**src/rtl/vid_line_fetch_sched.sv**
```systemverilog
// vid_line_fetch_sched: one burst read per active video line, prefetched ahead of display.
// Optional build macro: FB_PINGPONG_EN (alternate fb_base/fb_base1 on successive frames).
// Ports: video_clk/rst_n (async, active-low) clock and reset; enable scheduler enable;
//   fb_base/fb_base1 frame buffer bases; vs/de timing inputs; rd_req/rd_addr/rd_len/rd_ack
//   read request handshake; rd_done line-landed pulse; frame_start pulse; underflow sticky
//   flag with underflow_clr; busy when not idle.
module vid_line_fetch_sched #(
    parameter int          H_ACTIVE       = 1280,
    parameter int          V_ACTIVE       = 720,
    parameter int          BPP_BYTES      = 2,
    parameter logic [31:0] LINE_STRIDE    = 32'd2560,
    parameter int          PREFETCH_LINES = 2,
    parameter logic        VS_POL         = 1'b1
) (
    input  logic        video_clk,
    input  logic        rst_n,
    input  logic        enable,
    input  logic [31:0] fb_base,
    input  logic [31:0] fb_base1,
    input  logic        vs,
    input  logic        de,
    output logic        rd_req,
    output logic [31:0] rd_addr,
    output logic [15:0] rd_len,
    input  logic        rd_ack,
    input  logic        rd_done,
    output logic        frame_start,
    output logic        underflow,
    input  logic        underflow_clr,
    output logic        busy
);

    localparam int CW = $clog2(V_ACTIVE + 1);
    localparam logic [CW-1:0] V_MAX  = CW'(V_ACTIVE);
    localparam logic [CW-1:0] PF_CNT = CW'(PREFETCH_LINES);
    localparam logic [CW-1:0] ONE    = CW'(1);
    localparam logic [CW-1:0] ZERO   = '0;
    localparam logic [15:0]   RD_LEN = 16'(H_ACTIVE * BPP_BYTES);

    typedef enum logic [1:0] {IDLE, ISSUE, WAIT, DONE} state_t;

    state_t        state;
    logic          vs_q;
    logic          de_q;
    logic          restart;
    logic [CW-1:0] issued;
    logic [CW-1:0] credits;
    logic [CW-1:0] ready;
    logic [CW-1:0] credits_nxt;
    logic [CW-1:0] ready_nxt;
    logic [31:0]   base_sel;
    logic          vs_rise;
    logic          de_rise;
    logic          de_fall;
    logic          ack_hit;
    logic          fs_go;
    logic          credit_add;
    logic          uf_set;

    assign rd_len  = RD_LEN;
    assign vs_rise = (vs == VS_POL) && (vs_q != VS_POL);
    assign de_rise = de && !de_q;
    assign de_fall = !de && de_q;
    assign ack_hit = (state == ISSUE) && rd_ack;

    // A vs edge during a request is held in restart and taken on the ack.
    assign fs_go = enable &&
                   ((vs_rise && (state != ISSUE)) ||
                    (ack_hit && (restart || vs_rise)));

    // Grant a line only while granted + outstanding stays within the frame.
    assign credit_add = de_fall &&
                        (({1'b0, issued} + {1'b0, credits}) < {1'b0, V_MAX});

    assign credits_nxt = credits + (credit_add ? ONE : ZERO)
                                 - (ack_hit ? ONE : ZERO);

    always_comb begin
        ready_nxt = ready;
        uf_set    = 1'b0;
        if (rd_done && !de_rise) begin
            if (ready != V_MAX)
                ready_nxt = ready + ONE;
        end else if (de_rise && !rd_done) begin
            if (ready == ZERO)
                uf_set = 1'b1;
            else
                ready_nxt = ready - ONE;
        end
    end

`ifdef FB_PINGPONG_EN
    logic buf_sel;

    assign base_sel = buf_sel ? fb_base1 : fb_base;

    always_ff @(posedge video_clk or negedge rst_n) begin
        if (!rst_n)
            buf_sel <= 1'b0;
        else if (fs_go)
            buf_sel <= ~buf_sel;
    end
`else
    logic unused_fb_base1;

    assign base_sel        = fb_base;
    assign unused_fb_base1 = ^fb_base1;
`endif

    always_ff @(posedge video_clk or negedge rst_n) begin
        if (!rst_n) begin
            state       <= IDLE;
            vs_q        <= 1'b0;
            de_q        <= 1'b0;
            restart     <= 1'b0;
            issued      <= ZERO;
            credits     <= ZERO;
            ready       <= ZERO;
            rd_req      <= 1'b0;
            rd_addr     <= 32'd0;
            frame_start <= 1'b0;
            underflow   <= 1'b0;
            busy        <= 1'b0;
        end else begin
            vs_q        <= vs;
            de_q        <= de;
            frame_start <= 1'b0;

            if (uf_set)
                underflow <= 1'b1;
            else if (underflow_clr)
                underflow <= 1'b0;

            if (fs_go) begin
                frame_start <= 1'b1;
                rd_addr     <= base_sel;
                issued      <= ZERO;
                credits     <= PF_CNT;
                ready       <= ZERO;
                restart     <= 1'b0;
            end else begin
                credits <= credits_nxt;
                ready   <= ready_nxt;
                if (ack_hit) begin
                    issued  <= issued + ONE;
                    rd_addr <= rd_addr + LINE_STRIDE;
                end
            end

            unique case (state)
                IDLE: begin
                    if (fs_go) begin
                        state  <= ISSUE;
                        rd_req <= 1'b1;
                        busy   <= 1'b1;
                    end
                end
                ISSUE: begin
                    if (vs_rise && !ack_hit)
                        restart <= 1'b1;
                    if (ack_hit) begin
                        rd_req <= 1'b0;
                        if (!enable) begin
                            state   <= IDLE;
                            busy    <= 1'b0;
                            restart <= 1'b0;
                        end else begin
                            state <= WAIT;
                        end
                    end
                end
                WAIT: begin
                    if (!enable) begin
                        state <= IDLE;
                        busy  <= 1'b0;
                    end else if (fs_go) begin
                        state  <= ISSUE;
                        rd_req <= 1'b1;
                    end else if (credits != ZERO && issued < V_MAX) begin
                        state  <= ISSUE;
                        rd_req <= 1'b1;
                    end else if (issued == V_MAX) begin
                        state <= DONE;
                    end
                end
                DONE: begin
                    if (!enable) begin
                        state <= IDLE;
                        busy  <= 1'b0;
                    end else if (fs_go) begin
                        state  <= ISSUE;
                        rd_req <= 1'b1;
                    end
                end
            endcase
        end
    end

endmodule
```
**config.mk**
```make
export PLATFORM = sky130hd
export DESIGN_NAME = vid_line_fetch_sched
export DESIGN_NICKNAME = d
export VERILOG_FILES = /design/src/rtl/vid_line_fetch_sched.sv
export SDC_FILE = /design/constraint.sdc
export NUM_CORES = 1
export LEC_CHECK = 0
export ABC_AREA = 1
export BUFFER_PORTS_ARGS = -buffer_cell sky130_fd_sc_hd__buf_2
export CELL_PAD_IN_SITES_DETAIL_PLACEMENT = 0
export CELL_PAD_IN_SITES_GLOBAL_PLACEMENT = 1
export CORE_ASPECT_RATIO = 0.9
export CORE_MARGIN = 3
export CORE_UTILIZATION = 42
export CTS_CLUSTER_DIAMETER = 100
export CTS_CLUSTER_SIZE = 24
export DETAILED_ROUTE_END_ITERATION = 16
export PLACE_DENSITY_LB_ADDON = 0.12
export SKIP_LAST_GASP = 1
export SYNTH_ARGS = -nofsm -noshare
export SYNTH_HDL_FRONTEND = slang
export SYNTH_SLANG_ARGS = --single-unit
```
**constraint.sdc**
```tcl
create_clock -name video_clk -period 7 [get_ports video_clk]
set_input_delay 0.7 -clock video_clk [delete_from_list [all_inputs] [get_ports video_clk]]
set_output_delay 0.7 -clock video_clk [all_outputs]
set_load 0.02 [all_outputs]
```
==> results.toml <==
[clock_network]
postCtsSetupBuffers = 0
postCtsHoldBufs = 0
clkLatencyLatePin_ns = 0.35
clkSinkCount = 71
cts_tree = "done"
clockBufferDepth = 2
cts_resized = 0
clkSlewWorstSetupHoldPaths_ns = 0.06
htree_num_levels = 3
cts-root-buf = "clkbuf_16"
cts_inserted_buffers = 9

[drt]
viasPerCell = 4.93
ant_nets = 0
vias = 4901
drt_first_pass_iters = 6
drc = 0
drt_iter0_markers = 231
wl_per_cell_um = 12.9
wirelength_mm = 12.8

[setup_path]
cp-end-kind = "flip-flop"
crit_fanout = 7
cpPeakStageDelay_ns = 0.46
setup.worst_path.class = "reg -> reg"
cp.arrival_ns = 3.80
critPathBufInv = 4
crit_top_cell = "nand2_1"
worstPathCellList = "ha_1 > nand2_1 > inv_1 > a21oi_1 > nand2_1 > a21oi_1 > and3_1 > nand2_1 > ha_1 > inv_1 > ha_1 > inv_1 > fa_1 > inv_1 > nand3_1 > nand2_1 > nand2_1 > a31oi_1 > nand2_1 > nand2_1 > nor2_1"
cp-start-kind = "flip-flop"
required_ns = 7.24
critPathTopFamily = "adder cells"
cp_slowest_cell = "dfrtp_1"

[yosys]
yosys-mux-area-fraction_pct = 0.191
synth_top_area_cell = "dfrtp_1"
yosys.area_share.simple_pct = 32.2
ys_seq_elements = 71
syn_inst = 757
synth_compound_area_share_pct = 10.6
yosysMostFrequentCell = "nand2_1"
synth-xor-area-share_pct = 1.33
syn_avg_cell_area_um2 = 6.94
ys_warn_count = 0
synthAdderAreaFrac_pct = 9.81
synth_top_area_share_pct = 33.8
synth_edf_count = 0
synth_top_family_by_area = "simple AND/OR/NAND/NOR gates"
netlist_top_cells_count = "nand2_1 (216), inv_1 (108), nor2_1 (75)"
synth-async-reset-ratio_pct = 100
ys_top_cells_by_area = "dfrtp_1 (34%), nand2_1 (15%), ha_1 (9.0%)"
ys_types = 40
synth_top_flop_cell = "dfrtp_1"
netlist_area_mm2 = 0.00525
ys_seq_area_share_pct = 33.8

[timing]
finalHoldViolCount = 0
layout_setup_ws_ns = 3.43
fin_crit_ns = 3.57
finalCritPeriodShare_pct = 51.0
max_slew_margin_pct = 28.9
tightest_slew_ns = 1.06
rsz0062_at_grt = "no"
final.setup_skew_ns = 0.00516
finalSetupViolations = 0
fmax_ghz = 0.280
slew_violations = 0
setup_tns_ns = 0

[placed_design]
gp_congestion = 0.861
io_buffers = 75
pre_cts_ws_ns = 3.40
hpwl_mm = 9.58
dp_cells = 979

[floorplan]
pin_count = 124
core_mm2 = 0.0121
placementRows = 38
fp.dieArea_mm2 = 0.0139
die_height_um = 112
start_util_pct = 43.3
die_x_um = 124

[layout]
fin_cells = 995
layout.nets = 942
num_antenna_cells = 0
final_layout_size_suffix_gt1_share_pct = 13.1
synthToLayoutAreaGrowth_pct = 14.1
fillers = 1241
multi_input_area_mm2 = 0.00291
final-seq-area_mm2 = 0.00178

[grt]
gr-total-overflow = 0
grt_pass1_wl_mm = 22.4
antenna_found_initial = 0
gr-usage-all-layers_pct = 20.1
grt_pass1_vias = 4810
grt_max_degree = 74

[pwr]
power.total_mw = 2.77
p_leak_nw = 3.28
peakVddDrop_mv = 0.286
powerDensity_mw_per_mm2 = 461

[run_status]
status = "complete, no violations"

[run]
drv_cap = 0

[worst_hold_path]
hold_class = "in -> reg"
==> worst register-to-register path, stage by stage (launching register included) <==
cell and delay [ns]:
dfrtp_1 0.46, ha_1 0.38, nand2_1 0.11, inv_1 0.04, a21oi_1 0.17, nand2_1 0.12
a21oi_1 0.26, and3_1 0.20, nand2_1 0.05, ha_1 0.26, inv_1 0.05, ha_1 0.18
inv_1 0.08, fa_1 0.38, inv_1 0.08, nand3_1 0.07, nand2_1 0.14, nand2_1 0.07
a31oi_1 0.17, nand2_1 0.07, nand2_1 0.06, nor2_1 0.05
==> placed cells by master, fill, tap and decap left out, types with 2 or more instances in the layout <==
cell type  netlist  routed
clkbuf_8         0       4
nor3_1          17      17
a31oi_1          4       4
nand3b_1         9       9
nor2_2           2       2
a21oi_1         30      30
fa_1             2       2
conb_1           2      16
inv_2            2       2
nand2_1        216     216
nand3_2          3       3
inv_1          108     108
clkinv_2         0       3
buf_2            5      74
ha_1            38      38
xnor2_1          5       5
nand4_1         10      10
nor2_1          75      75
o21ai_1          2       2
buf_4           22       3
a211oi_1         4       4
o22ai_1          5       5
o21bai_1         4       4
or2_2            2       2
nand3_1         51      51
o211ai_1         5       5
o21ai_0         44      44
clkbuf_16        0       9
nand2_4          3       3
dfrtp_1         71      71
xor2_1           3       3
==> registers in the layout (all words and copies together), names as in the netlist, 2 cells and up <==
| register | cells |
|---|---|
| credits | 10 |
| issued | 10 |
| state | 2 |
| rd_addr | 32 |
| ready | 10 |
==> power by group <==
| group | internal (mW) | leakage (nW) | switching, mW | total (mW) |
|---|---|---|---|---|
| Sequential | 0.591 | 0.863 | 0.186 | 0.777 |
| Combinational | 0.558 | 2.26 | 0.977 | 1.54 |
| Clock | 0.277 | 0.151 | 0.176 | 0.453 |
| Total | 1.43 | 3.28 | 1.34 | 2.77 |
==> area by class of cell <==
| class | instances | area share (%) |
|---|---|---|
| clock buffers | 13 | 4.67 |
| clock inverters | 3 | 0.250 |
| inverters | 112 | 7.09 |
| multi-input cells | 559 | 48.5 |
| flip-flops and latches | 71 | 29.6 |
| well taps | 160 | 3.34 |
| repair buffers | 77 | 6.55 |
==> metrics by stage <==
stage          hold slack [ns]  cell area (um^2)  util (%)
6_report                 0.472              6000      49.5
5_1_grt                  0.462              6000      49.5
4_1_cts                  0.463              6000      49.5
3_5_place_dp             0.468              5700      47.0
3_3_place_gp             0.457              5700      47.0
2_1_floorplan            0.404              5310         -
==> worst paths after layout <==
kind / startpoint / endpoint / slack [ns] / cells past startpoint
worst max-delay path: issued[5] / credits[6] / 3.43 / 21
worst min register to register: rd_addr[3] / rd_addr[3] / 0.48 / 2
worst min-delay path: de / de_q / 0.47 / 1
min in group asynchronous: rst_n / state[0] / 0.48 / 1
max in group asynchronous: rst_n / credits[8] / 5.92 / 1
worst max register to register: issued[5] / credits[6] / 3.43 / 21
==> kinds of logic after synthesis <==
group / after synthesis
AOI/OAI and AO/OA: 101
DFF: 71
adders and majority gates: 40
muxes: 1
buffers and inverters: 141
and+or+nand+nor: 393
xor gates and xnor gates: 8
other: 2
==> routing by layer <==
layer	track usage [%]	part of all wire (%)
met5	0	0
met1	27.3	48
met4	4.89	1.1
met3	5.64	5.4
met2	31.7	45
No activity file was read; power rests on OpenSTA's default activity.
